--- src/rtl/pc_pkg.sv ---
// rtl/pc_pkg.sv - shared pc_source and halt cause encodings for the PC unit
package pc_pkg;

  localparam logic [2:0] PCS_SEQ    = 3'd0;
  localparam logic [2:0] PCS_BRANCH = 3'd1;
  localparam logic [2:0] PCS_JUMP   = 3'd2;
  localparam logic [2:0] PCS_CALL   = 3'd3;
  localparam logic [2:0] PCS_RET    = 3'd4;

  localparam logic [2:0] HC_NONE       = 3'd0;
  localparam logic [2:0] HC_MISALIGNED = 3'd1;
  localparam logic [2:0] HC_RANGE      = 3'd2;
  localparam logic [2:0] HC_OVERFLOW   = 3'd3;
  localparam logic [2:0] HC_UNDERFLOW  = 3'd4;
  localparam logic [2:0] HC_ILLEGAL    = 3'd5;

endpackage

--- src/rtl/pc_unit_ras_if.sv ---
// rtl/pc_unit_ras_if.sv - control inputs and PC/halt status outputs of the PC unit
interface pc_unit_ras_if #(
  parameter int XLEN      = 32,
  parameter int JT_WIDTH  = 26,
  parameter int RAS_DEPTH = 4
);
  localparam int CW = $clog2(RAS_DEPTH + 1);

  logic                write_enable;
  logic                pc_write_cond;
  logic                branch_ne;
  logic                zero_flag;
  logic [2:0]          pc_source;
  logic [XLEN-1:0]     alu_result;
  logic [JT_WIDTH-1:0] jump_target;
  logic                halt_clear;
  logic [XLEN-1:0]     pc;
  logic                halt;
  logic [2:0]          halt_cause;
  logic [CW-1:0]       ras_count;

  modport master (
    output write_enable, pc_write_cond, branch_ne, zero_flag, pc_source,
           alu_result, jump_target, halt_clear,
    input  pc, halt, halt_cause, ras_count
  );

  modport slave (
    input  write_enable, pc_write_cond, branch_ne, zero_flag, pc_source,
           alu_result, jump_target, halt_clear,
    output pc, halt, halt_cause, ras_count
  );
endinterface

--- src/rtl/pc_unit_ras_ras_stack.sv ---
// rtl/pc_unit_ras_ras_stack.sv - synchronous LIFO holding return addresses
module ras_stack #(
  parameter int WIDTH = 32,
  parameter int DEPTH = 4,
  parameter int CW    = $clog2(DEPTH + 1)
) (
  input  logic             clk,
  input  logic             rst,
  input  logic             push,
  input  logic             pop,
  input  logic [WIDTH-1:0] din,
  output logic [WIDTH-1:0] top,
  output logic             full,
  output logic             empty,
  output logic [CW-1:0]    count
);
  logic [WIDTH-1:0] mem [DEPTH];

  assign full  = (count == CW'(DEPTH));
  assign empty = (count == '0);

  // Entry count-1 is the most recent push; loops avoid a zero-width index when DEPTH=1.
  always_comb begin
    top = '0;
    for (int i = 0; i < DEPTH; i++) begin
      if (CW'(i + 1) == count) top = mem[i];
    end
  end

  always_ff @(posedge clk) begin
    if (push && !full) begin
      for (int i = 0; i < DEPTH; i++) begin
        if (CW'(i) == count) mem[i] <= din;
      end
    end
  end

  always_ff @(posedge clk) begin
    if (rst) begin
      count <= '0;
    end else if (push && !full) begin
      count <= count + CW'(1);
    end else if (pop && !empty) begin
      count <= count - CW'(1);
    end
  end
endmodule

--- src/rtl/pc_unit_ras.sv ---
// rtl/pc_unit_ras.sv - next-PC select, fault checker, sticky halt and return-address stack
module pc_unit_ras
  import pc_pkg::*;
#(
  parameter int              XLEN      = 32,
  parameter int              JT_WIDTH  = 26,
  parameter logic [XLEN-1:0] RESET_PC  = 32'h0100_0000,
  parameter logic [XLEN-1:0] MEM_SIZE  = 32'h0100_0000,
  parameter int              RAS_DEPTH = 4
) (
  input logic          clk,
  input logic          rst,
  pc_unit_ras_if.slave bus
);
  localparam int CW = $clog2(RAS_DEPTH + 1);
  localparam logic [XLEN:0] LIMIT = {1'b0, RESET_PC} + {1'b0, MEM_SIZE};

  logic [XLEN-1:0] pc_q, seq, target, ras_top;
  logic            seq_carry;
  logic            halt_q;
  logic [2:0]      cause_q, cause;
  logic            take, act, push, pop;
  logic            ras_full, ras_empty;
  logic [CW-1:0]   ras_cnt;

  assign {seq_carry, seq} = {1'b0, pc_q} + (XLEN + 1)'(4);
  assign take = bus.write_enable | (bus.pc_write_cond & (bus.zero_flag ^ bus.branch_ne));
  // A pending halt_clear swallows any take, halted or not.
  assign act  = take & ~halt_q & ~bus.halt_clear;

  always_comb begin
    target = seq;
    case (bus.pc_source)
      PCS_BRANCH:         target = bus.alu_result;
      PCS_JUMP, PCS_CALL: target = {seq[XLEN-1:JT_WIDTH+2], bus.jump_target, 2'b00};
      PCS_RET:            target = ras_top;
      default:            target = seq;
    endcase
  end

  always_comb begin
    cause = HC_NONE;
    if (bus.pc_source > PCS_RET) begin
      cause = HC_ILLEGAL;
    end else if (bus.pc_source == PCS_RET && ras_empty) begin
      cause = HC_UNDERFLOW;
    end else if (bus.pc_source == PCS_CALL && ras_full) begin
      cause = HC_OVERFLOW;
    end else if (target[1:0] != 2'b00) begin
      cause = HC_MISALIGNED;
    end else if (target < RESET_PC || {1'b0, target} >= LIMIT ||
                 (bus.pc_source == PCS_SEQ && seq_carry)) begin
      cause = HC_RANGE;
    end
  end

  assign push = act && (cause == HC_NONE) && (bus.pc_source == PCS_CALL);
  assign pop  = act && (cause == HC_NONE) && (bus.pc_source == PCS_RET);

  ras_stack #(.WIDTH(XLEN), .DEPTH(RAS_DEPTH), .CW(CW)) u_ras (
    .clk   (clk),
    .rst   (rst),
    .push  (push),
    .pop   (pop),
    .din   (seq),
    .top   (ras_top),
    .full  (ras_full),
    .empty (ras_empty),
    .count (ras_cnt)
  );

  always_ff @(posedge clk) begin
    if (rst) begin
      pc_q    <= RESET_PC;
      halt_q  <= 1'b0;
      cause_q <= HC_NONE;
    end else if (halt_q) begin
      if (bus.halt_clear) begin
        halt_q  <= 1'b0;
        cause_q <= HC_NONE;
      end
    end else if (act) begin
      if (cause != HC_NONE) begin
        halt_q  <= 1'b1;
        cause_q <= cause;
      end else begin
        pc_q <= target;
      end
    end
  end

  assign bus.pc         = pc_q;
  assign bus.halt       = halt_q;
  assign bus.halt_cause = cause_q;
  assign bus.ras_count  = ras_cnt;
endmodule

--- src/flat_wrapper.sv ---
// flat-port wrapper written by rule: the top's interface ports become plain ports
module pc_unit_ras_flat import pc_pkg::*;
#(
  parameter int              XLEN      = 32,
  parameter int              JT_WIDTH  = 26,
  parameter logic [XLEN-1:0] RESET_PC  = 32'h0100_0000,
  parameter logic [XLEN-1:0] MEM_SIZE  = 32'h0100_0000,
  parameter int              RAS_DEPTH = 4
)
  (clk, rst, bus_write_enable, bus_pc_write_cond, bus_branch_ne, bus_zero_flag, bus_pc_source, bus_alu_result, bus_jump_target, bus_halt_clear, bus_pc, bus_halt, bus_halt_cause, bus_ras_count);
  pc_unit_ras_if #(.XLEN(XLEN), .JT_WIDTH(JT_WIDTH), .RAS_DEPTH(RAS_DEPTH)) bus_i ();
  input logic clk;
  input logic rst;
  input wire logic [$bits(bus_i.write_enable)-1:0] bus_write_enable;
  input wire logic [$bits(bus_i.pc_write_cond)-1:0] bus_pc_write_cond;
  input wire logic [$bits(bus_i.branch_ne)-1:0] bus_branch_ne;
  input wire logic [$bits(bus_i.zero_flag)-1:0] bus_zero_flag;
  input wire logic [$bits(bus_i.pc_source)-1:0] bus_pc_source;
  input wire logic [$bits(bus_i.alu_result)-1:0] bus_alu_result;
  input wire logic [$bits(bus_i.jump_target)-1:0] bus_jump_target;
  input wire logic [$bits(bus_i.halt_clear)-1:0] bus_halt_clear;
  output wire logic [$bits(bus_i.pc)-1:0] bus_pc;
  output wire logic [$bits(bus_i.halt)-1:0] bus_halt;
  output wire logic [$bits(bus_i.halt_cause)-1:0] bus_halt_cause;
  output wire logic [$bits(bus_i.ras_count)-1:0] bus_ras_count;
  assign bus_i.write_enable = bus_write_enable;
  assign bus_i.pc_write_cond = bus_pc_write_cond;
  assign bus_i.branch_ne = bus_branch_ne;
  assign bus_i.zero_flag = bus_zero_flag;
  assign bus_i.pc_source = bus_pc_source;
  assign bus_i.alu_result = bus_alu_result;
  assign bus_i.jump_target = bus_jump_target;
  assign bus_i.halt_clear = bus_halt_clear;
  assign bus_pc = bus_i.pc;
  assign bus_halt = bus_i.halt;
  assign bus_halt_cause = bus_i.halt_cause;
  assign bus_ras_count = bus_i.ras_count;
  pc_unit_ras #(.XLEN(XLEN), .JT_WIDTH(JT_WIDTH), .RESET_PC(RESET_PC), .MEM_SIZE(MEM_SIZE), .RAS_DEPTH(RAS_DEPTH)) u_core (.clk(clk), .rst(rst), .bus(bus_i));
endmodule
--- config.mk ---
export PLATFORM = sky130hd
export DESIGN_NAME = pc_unit_ras_flat
export DESIGN_NICKNAME = d
export VERILOG_FILES = /design/src/rtl/pc_pkg.sv /design/src/rtl/pc_unit_ras_if.sv /design/src/rtl/pc_unit_ras_ras_stack.sv /design/src/rtl/pc_unit_ras.sv /design/src/flat_wrapper.sv
export SDC_FILE = /design/constraint.sdc
export NUM_CORES = 1
export LEC_CHECK = 0
export ABC_AREA = 1
export CELL_PAD_IN_SITES_DETAIL_PLACEMENT = 0
export CELL_PAD_IN_SITES_GLOBAL_PLACEMENT = 1
export CORE_MARGIN = 4
export CORE_UTILIZATION = 40
export CTS_BUF_LIST = sky130_fd_sc_hd__clkbuf_4 sky130_fd_sc_hd__clkbuf_8
export CTS_CLUSTER_SIZE = 14
export DETAILED_ROUTE_END_ITERATION = 10
export PLACE_DENSITY_LB_ADDON = 0.08
export SLEW_MARGIN = 5
export SYNTH_ARGS = -nofsm -noshare
export SYNTH_HDL_FRONTEND = slang
export SYNTH_SLANG_ARGS = --single-unit
--- constraint.sdc ---
create_clock -name clk -period 4.6 [get_ports clk]
set_input_delay 0.92 -clock clk [delete_from_list [all_inputs] [get_ports clk]]
set_output_delay 0.92 -clock clk [all_outputs]
set_load 0.01 [all_outputs]
After elaboration in Yosys (flattened, before gate mapping)
Memories as Yosys holds them, arrays and structs flattened.
Cells that the tools add are included.

cells by class
  add/subtract/negate cells = 3
  $lt $le $gt $ge = 3
  bitwise logic cells = 8
  eq/ne operators = 10
  muxes and demuxes = 41
  reductions and logical operators = 26

operators by type and width
  cell                   number
  $mux 32                7
  $pmux 32 s3            1
  $reduce_or 32->1       3
  $add 32x3->33 const B  1
  $ge 32x26->1 const B   1
  $lt 32x25->1 const B   1
  $mux 3                 10
  $mux 1                 19
  $logic_not 3->1        3
  $logic_and 1x1->1      8
  $mux 2                 4
  $reduce_bool 2->1      4
  $eq 2x3->1 const A     2
  $eq 3x2->1 const B     2
  $eq 3x3->1 const B     2
  $reduce_and 3->1       2
  $add 3x1->3 const B    1
  $and 1x1->1            3
  $eq 1x3->1 const A     1
  $eq 3x1->1 const B     1
  $eq 3x3->1 const A     1
  $gt 3x3->1 const B     1
  $not 1->1              3
  $reduce_bool 3->1      1
  other kinds (7)        9

storage, ports and cells
  bits of input ports = 68
  bits in writable memories = 128
  word-level logic and storage cells = 96
  register bits after elaboration = 39
  output and inout port bits = 39
  memories kept = 1

memories
  name              depth  bits a word  rd ports  clocked after Yosys merged registers in  wr ports  RTL line                     text
  u_core.u_ras.mem  4      32           4         0                                        1         pc_unit_ras_ras_stack.sv:17  logic [WIDTH-1:0] mem [DEPTH];

Longest topological paths before layout
Gate-level depths: netlist of the first run.

  word-level depth = 24
  depth in mapped cells = 23
  mapped depth without buffers = 20

Hierarchy
A second synthesis of the first run with hierarchy kept.

unflattened totals
  cells, all modules = 1008
  area total of the unflattened synthesis = 8418.1 um2

modules (own cells, without submodules)
  module       instances  cells each  sequential area each (um2)  area each (um2)
  ras_stack    1          459         3903.7                      5307.6
  pc_unit_ras  1          549         720.7                       3110.5

Worst setup path after synthesis of the first run
No wires, ideal clock.

  path type = register -> register
  start point = reg u_core.u_ras.count[2]
  end point = mem u_core.u_ras.mem[0][0] (enable)
  setup slack = 100 ps
  buffers on the path = 3
  period minus slack after synthesis = 4500 ps
  arrival time = 4079 ps
  setup time = 421 ps
  cell stages (with the launch flop) = 19
  required time = 4179 ps
  cells stage by stage = dfxtp_1 > inv_2 > buf_2 > buf_1 > ha_1 > inv_2 > clkbuf_1 > or2_2 > nand2_1 > nand2_1 > nand2_1 > nand2_1 > nand2_1 > nand3_1 > nor2_1 > nand4_2 > nor2_1 > inv_2 > nor2_1

between the ends
  cells in the longest elaborated chain, start to end = 24
  elaborated cells on any way between the ends = 49
  classes of those cells = 2 x order compare; 5 x eq/ne; 28 x mux; 14 x reduce/logical

ends and longest elaborated chain
  item                                                             RTL line                                                  text
  start, declared                                                  pc_unit_ras_ras_stack.sv:15                               output logic [CW-1:0] count
  start signal, assigned                                           pc_unit_ras_ras_stack.sv:42                               count <= count + CW'(1);
  start signal, assigned                                           pc_unit_ras_ras_stack.sv:44                               count <= count - CW'(1);
  $eq 1x3->1                                                       pc_unit_ras_ras_stack.sv:26, pc_unit_ras_ras_stack.sv:33
  $mux 32 (4 in series)                                            pc_unit_ras_ras_stack.sv:26                               if (CW'(i + 1) == count) top = mem[i];
  $pmux 32 s3                                                      pc_unit_ras.sv:33                                         case (bus.pc_source)
  $lt 32x25->1 or $ge 32x26->1 (tied branches)                     pc_unit_ras.sv:51                                         end else if (target < RESET_PC || {1'b0, target} >= LIMIT ||
  $logic_or 1x1->1 (2 in series)                                   pc_unit_ras.sv:51
  $mux 2                                                           pc_unit_ras.sv:51
  $mux 3                                                           pc_unit_ras.sv:49                                         end else if (target[1:0] != 2'b00) begin
  $mux 3                                                           pc_unit_ras.sv:47                                         end else if (bus.pc_source == PCS_CALL && ras_full) begin
  $mux 3                                                           pc_unit_ras.sv:45                                         end else if (bus.pc_source == PCS_RET && ras_empty) begin
  $mux 3                                                           pc_unit_ras.sv:43                                         if (bus.pc_source > PCS_RET) begin
  $logic_not 3->1                                                  pc_unit_ras.sv:57                                         assign push = act && (cause == HC_NONE) && (bus.pc_source == PCS_CALL);
  $logic_and 1x1->1 (2 in series)                                  pc_unit_ras.sv:57
  $logic_and 1x1->1                                                pc_unit_ras_ras_stack.sv:31                               if (push && !full) begin
  $mux 1                                                           pc_unit_ras_ras_stack.sv:31
  $mux 1 (not written as such)                                     pc_unit_ras_ras_stack.sv:33                               if (CW'(i) == count) mem[i] <= din;
  $reduce_or 32->1 (no source line)                                --
  $mux 2 (no source line) or $mux 1 (tied branches) (3 in series)  --
  end, declared                                                    pc_unit_ras_ras_stack.sv:17

Parallel ways exist; a longest one is shown, timed or not.

Worst setup path after layout of the first run
  start point = reg u_core.u_ras.count[1]
  end point = mem u_core.u_ras.mem[3][27] (enable)

Same word-level chain as after synthesis.

==> flow_summary.json, run 1 <==
{
  "status": "completed",
  "grt_pass1_vias": 6569,
  "core_area_mm2": 0.0203,
  "cts-root-buf": "clkbuf_8",
  "finClkSkew_ns": 0.0248,
  "initial_core_util": 0.408,
  "comb_power_share": 0.084,
  "cts_buffers": 17,
  "drt_iter0_drc": 548,
  "yosys-top-cells-area": "edfxtp_1, nand2_1, dfxtp_1",
  "routed_via_density": 5.17,
  "die_width_um": 152,
  "overflow": 0,
  "area_delta_synth_final_pct": 22.1,
  "cts_max_level": 4,
  "wl_per_cell_um": 19.5,
  "dp_cells": 1276,
  "rr_startpoint": "u_core.u_ras.count[1]",
  "worstHoldEndpoint": "u_core.bus.halt_cause[2]",
  "p_clk_frac": 0.367,
  "dr.pass1.iters": 7,
  "synth_compound_area_frac": 0.109,
  "p_seq_frac": 0.549,
  "synthArstFlopShare": 0,
  "finish.net_count": 1100,
  "ys_seq_elements": 167,
  "syn_nets": 995,
  "antenna_found_initial": 0,
  "crit_required_ns": 4.75,
  "rows": 52,
  "stdcell_count": 1308,
  "syn-instance-count": 920,
  "p_switching_uw": 773,
  "whs_ns": 0.466,
  "clk_path_buf_depth": 2,
  "synth_xor_area_frac": 0.0222,
  "slew_headroom": 0.420,
  "synth_top_area_share": 0.464,
  "r2r_setup_slack_ns": 0.84,
  "cts_tree": "done",
  "cp.arrival_ns": 3.90,
  "seq_area_frac_synth": 0.558,
  "grt_pass1_wl_mm": 39.1,
  "switching_share": 0.261,
  "clk_pin_slew_ns": 0.11,
  "critical_path_class": "register to register",
  "p_leak_uw": 0.00367,
  "synth_top_family_by_area": "simple AND/OR/NAND/NOR gates",
  "cts_resized": 0,
  "crit_start": "u_core.u_ras.count[1]",
  "synth-edff-count": 128,
  "syn_area_per_cell_um2": 9.01,
  "end_kind": "register",
  "grt_usage": 0.219,
  "routabilityCongestion": 0.863,
  "synthMuxAreaShare": 0,
  "insertion_delay_ns": 0.46,
  "num_antenna_cells": 0,
  "period_share": 0.816,
  "drc": 0,
  "clock-sinks": 167,
  "postRouteWirelength_mm": 25.6,
  "hold_class": "register to register",
  "ant_nets": 0,
  "max_slew.worst_pin.slew_ns": 0.863,
  "io_buffer_count": 106,
  "place_hpwl_mm": 18.5,
  "yosysTopAreaCell": "edfxtp_1",
  "synthSimpleGateAreaFrac": 0.246,
  "r2r_cells": 19,
  "die_y_um": 152,
  "holdPathStages": 2,
  "start_kind": "register",
  "reg2reg_to": "u_core.u_ras.mem[3][27]",
  "p_per_area_mw_per_mm2": 293,
  "p_int_uw": 2190,
  "synth-warning-count": 0,
  "max_freq_mhz": 266,
  "finalHoldViolations": 0,
  "fin_tns_setup_ns": 0,
  "synthAdderAreaFrac": 0.0106,
  "drive_above_1_share": 0.0973,
  "cap_violations": 0,
  "vdd_drop_max_v": 0.000166,
  "vias": 6768,
  "dieArea_mm2": 0.0231,
  "cts_setup_buffers": 0,
  "holdBufCountCts": 0,
  "netlist_area_mm2": 0.00829,
  "setup_viol": 0,
  "post-route-min-period_ns": 3.76,
  "ys.flop_type": "edfxtp_1",
  "rsz0062_at_grt": "false",
  "synth.distinct_cells": 38,
  "grt_max_degree": 41,
  "num_io_pins": 107,
  "min-delay-start": "u_core.bus.halt_cause[2]",
  "cp_max_fo": 26,
  "slew_viol_final": 0
}
-- per-layer routing --
metal  wire length, um  part of all wire  GRT usage
met2             11300              0.44      0.330
met5                 0                 0          0
met1             12500              0.49      0.336
met4               285             0.011     0.0509
met3              1470             0.057     0.0301
-- Yosys cell counts (2+ instances only) --
cell type  number
clkbuf_1       20
nand3b_1        7
nand4_1         3
nand2_1       250
buf_6           2
nand3_2         3
nor2_1        106
buf_2          11
xor2_1         14
buf_1           8
o21ai_0        47
a21boi_0        3
a22oi_1         3
ha_1            7
a211oi_2       13
nor3_1          4
nor2_4          2
o211ai_1       13
inv_1          57
nand3_1        91
buf_4           5
nor2_2          2
inv_2           4
dfxtp_1        39
a32o_1          7
a221oi_1        7
or2_2          11
xnor2_1         7
a21oi_1        38
edfxtp_1      128
-- worst max-delay path: stages, from the launching register on --
cell and delay [ns]:
dfxtp_1 0.36, inv_1 0.13, ha_1 0.26, nand2_1 0.13, nor2_2 0.64, nand2_1 0.12
nand2_1 0.11, nand2_1 0.07, nand2_1 0.08, a21boi_0 0.12, nand2_1 0.07, nor2_1 0.04
nand2_1 0.10, inv_1 0.07, nand2_1 0.10, nand4_2 0.09, nor2_1 0.28, inv_2 0.15
nor2_4 0.25, buf_12 0.24
-- stage by stage --
step | instance area (um^2) | util | setup slack (ns) | power, uW
after floorplan | 8290 | - | 0.100 | 1780
after global placement | 9710 | 0.478 | 0.568 | 1910
after detailed placement | 9710 | 0.478 | 0.514 | 1910
after CTS | 10100 | 0.499 | 0.845 | 2990
after global routing | 10100 | 0.499 | 0.458 | 3070
final | 10100 | 0.499 | 0.845 | 2970
-- kinds of logic after synthesis --
| kind of cell | Yosys count |
|---|---|
| and+or+nand+nor | 482 |
| xor gates and xnor gates | 21 |
| AOI/OAI and AO/OA | 136 |
| adders and majority gates | 7 |
| buffers and inverters | 107 |
| DFF | 167 |
-- power groups by stage --
stage               Combinational, uW  Sequential, uW  Clock, uW
finish                            249            1630       1090
detailed placement                249            1660          0
floorplan                         116            1660          0
CTS                               250            1630       1110
global route                      272            1630       1170
global placement                  248            1660          0
-- state kept, by name (all words and copies together), names as in the netlist --
signal,flops
u_core.bus.halt,1
u_core.bus.halt_cause,3
u_core.bus.pc,32
u_core.u_ras.mem,128
u_core.u_ras.count,3
-- layout by cell type, fill, tap and decap left out, drive strengths merged --
| master | n |
|---|---|
| a221oi | 7 |
| bufinv | 1 |
| or2 | 11 |
| o21a | 1 |
| clkbuf | 17 |
| nand3b | 7 |
| inv | 69 |
| a21boi | 3 |
| ha | 7 |
| nand2 | 251 |
| nor2 | 110 |
| edfxtp | 128 |
| xor2 | 14 |
| xnor2 | 7 |
| o211ai | 13 |
| nand3 | 94 |
| a32o | 7 |
| o221ai | 1 |
| nor3 | 4 |
| clkdlybuf4s50 | 106 |
| a22oi | 3 |
| and2 | 1 |
| nand4 | 4 |
| a211oi | 13 |
| a21oi | 38 |
| o21ai | 49 |
| clkinv | 6 |
| buf | 26 |
| o211a | 1 |
| dfxtp | 39 |
-- layout make-up --
type / instances / area, um^2
Clock inverter: 15 / 178
Fill cell: 1976 / 10200
Sequential cell: 167 / 4620
Tap cell: 270 / 338
Multi-Input combinational cell: 646 / 3240
Clock buffer: 17 / 234
Timing Repair Buffer: 132 / 1280
Inverter: 61 / 229
-- worst max-delay path by stage --
stage,end,slack (ns),cells after the start
final,u_core.u_ras.mem[3][27],0.84,19
after global placement,u_core.u_ras.mem[0][19],0.57,13
after floorplan,u_core.u_ras.mem[0][0],0.10,18
after CTS,u_core.u_ras.mem[3][27],0.85,19
after global routing,u_core.u_ras.mem[3][27],0.46,19
after detailed placement,u_core.u_ras.mem[3][6],0.51,13
Power figures use the tool's default switching activity.
==> inputs of run 2 (changes only) <==
- clock period: 4.6 -> 3.15 ns (I/O delays scaled with it)
==> run 2 against run 1 <==
  * Core utilization increased by 2.6 points
  * Wire length decreased by 0.10%
  * Final cell count increased by 3.5%
  * Die area unchanged
  * Setup slack got worse by 0.62 ns
  * Worst hold slack improved by 0.0058 ns
  * Sequential share of layout area decreased by 2.1 points
  * Via count increased by 0.50%
  * Critical path type unchanged
==> flow_summary.json, run 2 (synthesis gave the netlist of run 1 again) <==
{
  "slew_viol_final": 0,
  "routabilityCongestion": 0.872,
  "post-route-min-period_ns": 2.92,
  "rr_startpoint": "u_core.bus.pc[3]",
  "hold_class": "register to register",
  "dieArea_mm2": 0.0231,
  "routed_via_density": 5.02,
  "cap_violations": 0,
  "clock-sinks": 167,
  "drt_iter0_drc": 449,
  "cts_buffers": 17,
  "grt_pass1_wl_mm": 38.6,
  "antenna_found_initial": 0,
  "vdd_drop_max_v": 0.000243,
  "largest_reg_flops": 128,
  "grt_usage": 0.215,
  "wl_met2_mm": 10.7,
  "cts-root-buf": "clkbuf_8",
  "die_width_um": 152,
  "dp_cells": 1321,
  "area_delta_synth_final_pct": 28.4,
  "critical_path_class": "register to register",
  "max_freq_mhz": 342,
  "drc": 0,
  "core_area_mm2": 0.0203,
  "num_antenna_cells": 0,
  "initial_core_util": 0.408,
  "place_hpwl_mm": 19.4,
  "whs_ns": 0.472,
  "max_slew.worst_pin.slew_ns": 0.823,
  "r2r_setup_slack_ns": 0.23,
  "clk_pin_slew_ns": 0.11,
  "drive_above_1_share": 0.154,
  "vias": 6802,
  "crit_required_ns": 3.34,
  "crit_start": "u_core.bus.pc[3]",
  "p_per_area_mw_per_mm2": 406,
  "setup_viol": 0,
  "finalHoldViolations": 0,
  "final_common_cell": "nand2_1",
  "status": "completed",
  "dr.pass1.iters": 7,
  "rows": 52,
  "period_share": 0.928,
  "cts_max_level": 4,
  "postRouteWirelength_mm": 25.5,
  "end_kind": "register",
  "top_layer_used": "met4",
  "num_io_pins": 107,
  "clk_path_buf_depth": 2,
  "final_cell_mix": "nand2_1, edfxtp_1, clkdlybuf4s50_1",
  "io_buffer_count": 106,
  "insertion_delay_ns": 0.46,
  "ant_nets": 0,
  "cts_tree": "done",
  "finClkSkew_ns": 0.0245,
  "cp.arrival_ns": 3.11,
  "start_kind": "register",
  "finish.net_count": 1146,
  "cp_max_fo": 12,
  "slew_headroom": 0.451,
  "min-delay-start": "u_core.bus.halt_cause[0]",
  "grt_max_degree": 45,
  "wl_met3_mm": 1.03,
  "holdBufCountCts": 0,
  "die_y_um": 152,
  "stdcell_count": 1354,
  "wl_per_cell_um": 18.9,
  "regMostFlops": "u_core.u_ras.mem",
  "overflow": 0,
  "p_leak_uw": 0.00392,
  "wirelength_met1_mm": 13.3,
  "grt_pass1_vias": 6508
}
-- run 2: cell types whose count changed in the layout (fill, tap and decap cells not counted), moves of 3 or more --
cell,delta
dfxtp_2,+6
buf_4,+41
clkinv_8,+3
ha_1,-3
dfxtp_1,-7
nor2_1,-5
nor2_4,+6
buf_12,+4
-- run 2: timing repair --
| action | 4_1_cts | 5_1_grt |
|---|---|---|
| setup buffers | 0 | 0 |
| setup endpoints to repair | 0 | 153 |
| gates resized for setup | 0 | 23 |
-- run 2: worst paths after layout --
check / cells after the start / endpoint
worst max register to register: 17 / u_core.u_ras.mem[0][5]
worst min-delay path: 2 / u_core.bus.halt_cause[0]
worst min register to register: 2 / u_core.bus.halt_cause[0]
worst max-delay path: 17 / u_core.u_ras.mem[0][5]
-- run 2: per-stage QoR --
stage	cell area, um^2	setup TNS (ns)	util	total power [uW]	worst slack [ns]
2_1_floorplan	8390	0	-	2600	0.00559
6_report	10600	0	0.524	4320	0.226
4_1_cts	10600	0	0.521	4360	0.111
3_5_place_dp	10200	-22.05	0.500	2820	-0.192
3_3_place_gp	10200	-12.71	0.500	2820	-0.129
5_1_grt	10600	-0.0869	0.524	4490	-0.0160
-- run 2: area by class of cell --
type                    instances  area, um^2
flip-flops and latches        167        4640
fillers                      1897        9660
well taps                     270         338
clock inverters                15         181
multi-input cells             646        3320
repair buffers                178        1690
clock buffers                  17         234
inverters                      61         236
-- run 2: routing by layer --
metal | vias up | GRT usage
met5 | - | 0
met4 | 0 | 0.0578
met3 | 24 | 0.0276
met2 | 175 | 0.302
met1 | 3162 | 0.347
li1 | 3441 | -
-- run 2: power breakdown --
group	switching (uW)	leakage (uW)	internal [uW]
sequential	16.0	0.00128	2360
clock	935	0.000205	611
combinational	209	0.00244	194
total	1160	0.00392	3160
-- run 2: worst max-delay path, cell delays in order, from the launching register on --
cell and delay, ns:
dfxtp_2 0.40, ha_2 0.23, nand3_2 0.15, nor2_4 0.12
and2_1 0.19, nand2_1 0.07, nand2_1 0.07, nand2_2 0.13
nand2_1 0.09, nand2_1 0.04, nor2_1 0.10, nand2_1 0.09
nor2_2 0.17, nand4_4 0.12, nor2_4 0.13, inv_2 0.11
nor2_4 0.21, clkbuf_16 0.21
